### src/rtl/cpu_pkg.sv
// Constants shared by the fetch stage and the control unit of the pipelined MIPS core.
package cpu_pkg;

    localparam logic [31:0] NOP_INSTR        = 32'h0000_0000;
    localparam logic [31:0] PC_RESET_DEFAULT = 32'h0000_0000;

    localparam logic [5:0] OP_RTYPE = 6'b000000;
    localparam logic [5:0] OP_J     = 6'b000010;
    localparam logic [5:0] OP_BEQ   = 6'b000100;
    localparam logic [5:0] OP_BNE   = 6'b000101;
    localparam logic [5:0] OP_ADDI  = 6'b001000;
    localparam logic [5:0] OP_ANDI  = 6'b001100;
    localparam logic [5:0] OP_LW    = 6'b100011;
    localparam logic [5:0] OP_SW    = 6'b101011;

endpackage

### src/rtl/if_fetch_stage_if.sv
// Instruction-memory read port between the fetch stage (master) and a synchronous memory (slave).
// en high in cycle N requests word addr; rdata carries that word during cycle N+1 (no back-pressure).
interface if_fetch_stage_if #(
    parameter int IMEM_AW = 8
);
    logic               en;
    logic [IMEM_AW-1:0] addr;
    logic [31:0]        rdata;

    modport master (output en, output addr, input rdata);
    modport slave  (input en, input addr, output rdata);
endinterface

### src/rtl/fetch_skid_buf.sv
// One-entry holding register for a fetched instruction that IF/ID could not take.
// flush wins over load, load wins over drain.
module fetch_skid_buf (
    input  logic        clk,
    input  logic        rst_n,
    input  logic        load,
    input  logic        drain,
    input  logic        flush,
    input  logic [31:0] in_instr,
    input  logic [31:0] in_pc4,
    output logic        valid,
    output logic [31:0] instr,
    output logic [31:0] pc4
);

    always_ff @(posedge clk or negedge rst_n) begin
        if (!rst_n) begin
            valid <= 1'b0;
            instr <= 32'h0;
            pc4   <= 32'h0;
        end else if (flush) begin
            valid <= 1'b0;
        end else if (load) begin
            valid <= 1'b1;
            instr <= in_instr;
            pc4   <= in_pc4;
        end else if (drain) begin
            valid <= 1'b0;
        end
    end

endmodule

### src/rtl/if_fetch_stage.sv
// Instruction-fetch stage: PC, 1-cycle-latency memory issue, IF/ID register with a one-entry skid
// buffer for decode stalls, and redirect handling that flushes wrong-path fetches.
module if_fetch_stage
    import cpu_pkg::*;
#(
    parameter logic [31:0] PC_RESET = PC_RESET_DEFAULT,
    parameter int          IMEM_AW  = 8
) (
    input  logic                     clk,
    input  logic                     rst_n,
    if_fetch_stage_if.master         imem,
    input  logic                     id_stall,
    input  logic                     redirect_valid,
    input  logic [31:0]              redirect_target,
    output logic                     if_id_valid,
    output logic [31:0]              if_id_instr,
    output logic [31:0]              if_id_pc4
);

    logic [31:0] pc;
    logic [31:0] pc_plus4;
    logic        inflight;
    logic [31:0] inflight_pc4;
    logic        issue;
    logic        can_load;
    logic        sk_valid;
    logic [31:0] sk_instr;
    logic [31:0] sk_pc4;
    logic        sk_load;
    logic        sk_drain;

    assign pc_plus4 = pc + 32'd4;

    // Stop issuing while anything is parked, so at most one response ever needs the skid entry.
    assign issue     = rst_n && !id_stall && !sk_valid && !redirect_valid;
    assign imem.en   = issue;
    assign imem.addr = pc[IMEM_AW+1:2];

    assign can_load = !id_stall || !if_id_valid;
    assign sk_load  = !redirect_valid && inflight && !can_load;
    assign sk_drain = !redirect_valid && can_load && sk_valid;

    fetch_skid_buf u_skid (
        .clk      (clk),
        .rst_n    (rst_n),
        .load     (sk_load),
        .drain    (sk_drain),
        .flush    (redirect_valid),
        .in_instr (imem.rdata),
        .in_pc4   (inflight_pc4),
        .valid    (sk_valid),
        .instr    (sk_instr),
        .pc4      (sk_pc4)
    );

    always_ff @(posedge clk or negedge rst_n) begin
        if (!rst_n) begin
            pc           <= PC_RESET;
            inflight     <= 1'b0;
            inflight_pc4 <= 32'h0;
            if_id_valid  <= 1'b0;
            if_id_instr  <= NOP_INSTR;
            if_id_pc4    <= 32'h0;
        end else if (redirect_valid) begin
            // Drops the returning response, the skid entry and IF/ID in one go.
            pc          <= redirect_target & 32'hFFFF_FFFC;
            inflight    <= 1'b0;
            if_id_valid <= 1'b0;
            if_id_instr <= NOP_INSTR;
            if_id_pc4   <= 32'h0;
        end else begin
            inflight <= issue;
            if (issue) begin
                pc           <= pc_plus4;
                inflight_pc4 <= pc_plus4;
            end
            if (can_load) begin
                if (sk_valid) begin
                    if_id_valid <= 1'b1;
                    if_id_instr <= sk_instr;
                    if_id_pc4   <= sk_pc4;
                end else if (inflight) begin
                    if_id_valid <= 1'b1;
                    if_id_instr <= imem.rdata;
                    if_id_pc4   <= inflight_pc4;
                end else begin
                    if_id_valid <= 1'b0;
                    if_id_instr <= NOP_INSTR;
                    if_id_pc4   <= 32'h0;
                end
            end
        end
    end

endmodule

### src/flat_wrapper.sv
// flat-port wrapper written by rule: the top's interface ports become plain ports
module if_fetch_stage_flat import cpu_pkg::*;
#(
    parameter logic [31:0] PC_RESET = PC_RESET_DEFAULT,
    parameter int          IMEM_AW  = 8
)
  (clk, rst_n, id_stall, redirect_valid, redirect_target, if_id_valid, if_id_instr, if_id_pc4, imem_en, imem_addr, imem_rdata);
  if_fetch_stage_if #(.IMEM_AW(IMEM_AW)) imem_i ();
  input  logic clk;
  input  logic rst_n;
  input  logic id_stall;
  input  logic redirect_valid;
  input  logic [31:0] redirect_target;
  output logic if_id_valid;
  output logic [31:0] if_id_instr;
  output logic [31:0] if_id_pc4;
  output wire logic [$bits(imem_i.en)-1:0] imem_en;
  output wire logic [$bits(imem_i.addr)-1:0] imem_addr;
  input wire logic [$bits(imem_i.rdata)-1:0] imem_rdata;
  assign imem_en = imem_i.en;
  assign imem_addr = imem_i.addr;
  assign imem_i.rdata = imem_rdata;
  if_fetch_stage #(.PC_RESET(PC_RESET), .IMEM_AW(IMEM_AW)) u_core (.clk(clk), .rst_n(rst_n), .imem(imem_i), .id_stall(id_stall), .redirect_valid(redirect_valid), .redirect_target(redirect_target), .if_id_valid(if_id_valid), .if_id_instr(if_id_instr), .if_id_pc4(if_id_pc4));
endmodule
### config.mk
export PLATFORM = sky130hd
export DESIGN_NAME = if_fetch_stage_flat
export DESIGN_NICKNAME = d
export VERILOG_FILES = /design/src/rtl/cpu_pkg.sv /design/src/rtl/if_fetch_stage_if.sv /design/src/rtl/fetch_skid_buf.sv /design/src/rtl/if_fetch_stage.sv /design/src/flat_wrapper.sv
export SDC_FILE = /design/constraint.sdc
export NUM_CORES = 1
export LEC_CHECK = 0
export BUFFER_PORTS_ARGS = -buffer_cell sky130_fd_sc_hd__buf_2
export CELL_PAD_IN_SITES_DETAIL_PLACEMENT = 2
export CELL_PAD_IN_SITES_GLOBAL_PLACEMENT = 2
export CORE_UTILIZATION = 40
export CTS_BUF_LIST = sky130_fd_sc_hd__clkbuf_8
export DETAILED_ROUTE_END_ITERATION = 16
export GPL_ROUTABILITY_DRIVEN = 1
export PLACE_DENSITY_LB_ADDON = 0.1
export SYNTH_ARGS = -nofsm -noshare
export SYNTH_HDL_FRONTEND = slang
export SYNTH_SLANG_ARGS = --single-unit
export TNS_END_PERCENT = 5
### constraint.sdc
create_clock -name clk -period 5.8 [get_ports clk]
set_input_delay 0.58 -clock clk [delete_from_list [all_inputs] [get_ports clk]]
set_output_delay 0.58 -clock clk [all_outputs]
set_load 0.01 [all_outputs]
==> flow_summary_export.csv <==
group,metric,value,unit
worst_setup_path,cp-start-kind,"primary input",
timing,worstMarginPinSlew,1040,ps
worst_setup_path,cp.required,6190,ps
synthesis,yosysUniqueCellTypes,41,
global_route,antenna_found_initial,0,
clock_tree,clk_pin_slew,100,ps
die,die_h,148,um
die,fp.dieW,148,um
drt,dr.pass1.iters,4,
worst_setup_path,criticalPathCategory,"in -> reg",
die,core_area,21000,um2
drt,wire_per_inst,20.3,um
synthesis,ys_ff_latch,188,
timing,fmax,0.341,GHz
global_route,grt_pass1_vias,7385,
outcome,status,"finished clean",
clock_tree,cts_root_buf,"clkbuf_8",
synthesis,synth_cells,810,
drt,routed_wl,24200,um
die,rows,53,
drt,drt_iter0_drc,258,
worst_setup_path,cp-end-kind,"register",
synthesis,ys_async_sr_fraction,100,%
timing,fin_crit_sh,50.5,%
worst_hold_path,hold_class,"in -> async",
global_route,grt_pass1_wl,39700,um
global_route,grt_max_degree,79,
timing,slew_viol_final,0,
finish,areaGrowthSynthToFinish,14.4,%
global_route,gr-total-overflow,0,
timing,max_slew_margin,30.4,%
synthesis,syn_area,8530,um2
timing,min_period,2930,ps
synthesis,synth.top_cells.by_area,"dfrtp_1, mux2_2, a22oi_1",
timing,setup_violations,0,
synthesis,yosysTopAreaCell,"dfrtp_1",
die,ios,142,
place,port-buffer-count,139,
clock_tree,cts_hold_buf,0,
synthesis,synth-main-ff-cell,"dfrtp_1",
clock_tree,post_cts_buffers,0,
clock_tree,cts_made_buffers,17,
place,gp_congestion,0.813,
drt,drc,0,
timing,setup-tns-final,0,ps
finish,fin_nets,974,
clock_tree,cts_resized,0,
timing,skew,12.5,ps
finish,diodes,0,
global_route,grt_util_all_layers,23.0,%
drt,num_vias,6752,
job,cap_violations,0,
worst_setup_path,cp_max_fo,75,
clock_tree,clock_latency,470,ps
synthesis,synth_most_common_cell,"dfrtp_1",
finish,final_cells,1192,
timing,hold_slack,107,ps
clock_tree,tritoncts,"yes",
synthesis,synth-seq-area-share,55.2,%
place,dpl.hpwl,16400,um
pwr,p_leak,4.35,nW
pwr,ir_drop,0.126,mV
finish,layout-drive-gt1-share,27.7,%
timing,finalHoldViolCount,0,
clock_tree,cts.sinks,188,
synthesis,ys_top_cells_by_count,"dfrtp_1, nand2_1, o21ai_0",
synthesis,synth-edff-count,0,
clock_tree,clockBufferDepth,2,
synthesis,syn_area_per_cell,10.5,um2
synthesis,synth_fp_nets,879,
synthesis,ys_warn_count,0,
timing,rsz0062_at_grt,"no",
drt,antenna_left,0,
place,post-place-cells,1161,
die,initial_core_util,40.7,%
worst_setup_path,arrival,3320,ps
synthesis,synth_top_area_share,55.2,%
die,dieArea,21900,um2
clock_tree,cts_max_level,4,
pwr,powerDensity,280,nW/um2
drt,routed_via_density,5.66,
logic make-up after synthesis:
family | synth area share, %
buffers and inverters | 4.12
AND/OR/NAND/NOR | 13.9
adder cells (fa/ha/maj) | 0.147
multiplexers | 8.43
AO/OA/AOI/OAI | 15.6
flip-flops | 55.2
XOR/XNOR | 2.67
routing by layer:
metal | GRT usage [%] | vias up | wire, um
met5 | 0 | - | 0
met4 | 7.58 | 0 | 408
li1 | - | 3122 | -
met1 | 31.1 | 3462 | 11200
met3 | 3.40 | 31 | 738
met2 | 38.0 | 137 | 11800
report_power, final:
part	internal, mW	total (mW)	switching (mW)
Clock	0.439	0.926	0.487
Sequential	1.41	1.52	0.105
Combinational	0.119	0.285	0.166
through the flow:
stage               cell area (um2)  worst slack [ps]  power, mW  utilization (%)
global route                   9760              2630       2.85             46.6
global placement               9340              2500       1.80             44.6
detailed placement             9340              2370       1.83             44.6
floorplan                      8530              3500       1.69                -
finish                         9760              2870       2.73             46.6
CTS                            9760              2830       2.76             46.6
worst paths after layout:
| check | startpoint | end | slack (ps) | cells after the start |
|---|---|---|---|---|
| setup / recovery | rst_n | u_core.pc[26] | 2870 | 5 |
| setup reg to reg | u_core.if_id_valid | u_core.u_skid.instr[9] | 2920 | 6 |
| max in group asynchronous | rst_n | u_core.if_id_pc4[10] | 4120 | 2 |
| min in group clk | redirect_target[6] | u_core.pc[6] | 320 | 3 |
| hold / removal | rst_n | u_core.if_id_instr[5] | 110 | 1 |
| hold reg to reg | u_core.if_id_pc4[17] | u_core.if_id_pc4[17] | 480 | 2 |
sequential cells by signal (all words and copies together), names as in the netlist:
register             count
u_core.u_skid.valid      1
u_core.pc               30
u_core.if_id_valid       1
u_core.if_id_instr      32
u_core.if_id_pc4        31
u_core.u_skid.pc4       30
u_core.inflight          1
u_core.u_skid.instr     32
u_core.inflight_pc4     30
cell usage in the layout (no fill, tap or decap), types with 2 or more instances in the layout:
cell,n
or3_1,10
a21oi_1,15
bufinv_16,3
inv_1,3
and4_1,6
buf_2,138
clkbuf_8,18
a22oi_1,61
dfrtp_1,187
buf_4,10
nand2_1,91
mux2_2,63
a31oi_1,30
nor4_2,2
and2_1,3
nand3_1,15
nand4_1,16
and3_1,5
nor4_1,3
o31ai_1,20
o21ai_0,86
inv_6,2
clkinvlp_4,2
nor2_1,51
clkinv_4,4
xnor2_1,16
nor3_1,5
clkinv_2,2
xor2_1,10
nor2_4,2
or4_1,20
cell type report:
cell class,count,area [um2]
Clock buffer,18,248
Multi-Input combinational cell,545,3500
Sequential cell,188,4710
Fill cell,2272,11200
Clock inverter,13,168
Tap cell,275,344
Timing Repair Buffer,149,777
Inverter,4,15.0
worst max-delay path, stage by stage:
cell and delay [ps]:
buf_6 500, nor3b_2 760, nand3_1 600, or4_1 600
a31oi_1 200
(Power assumes the default switching activity.)
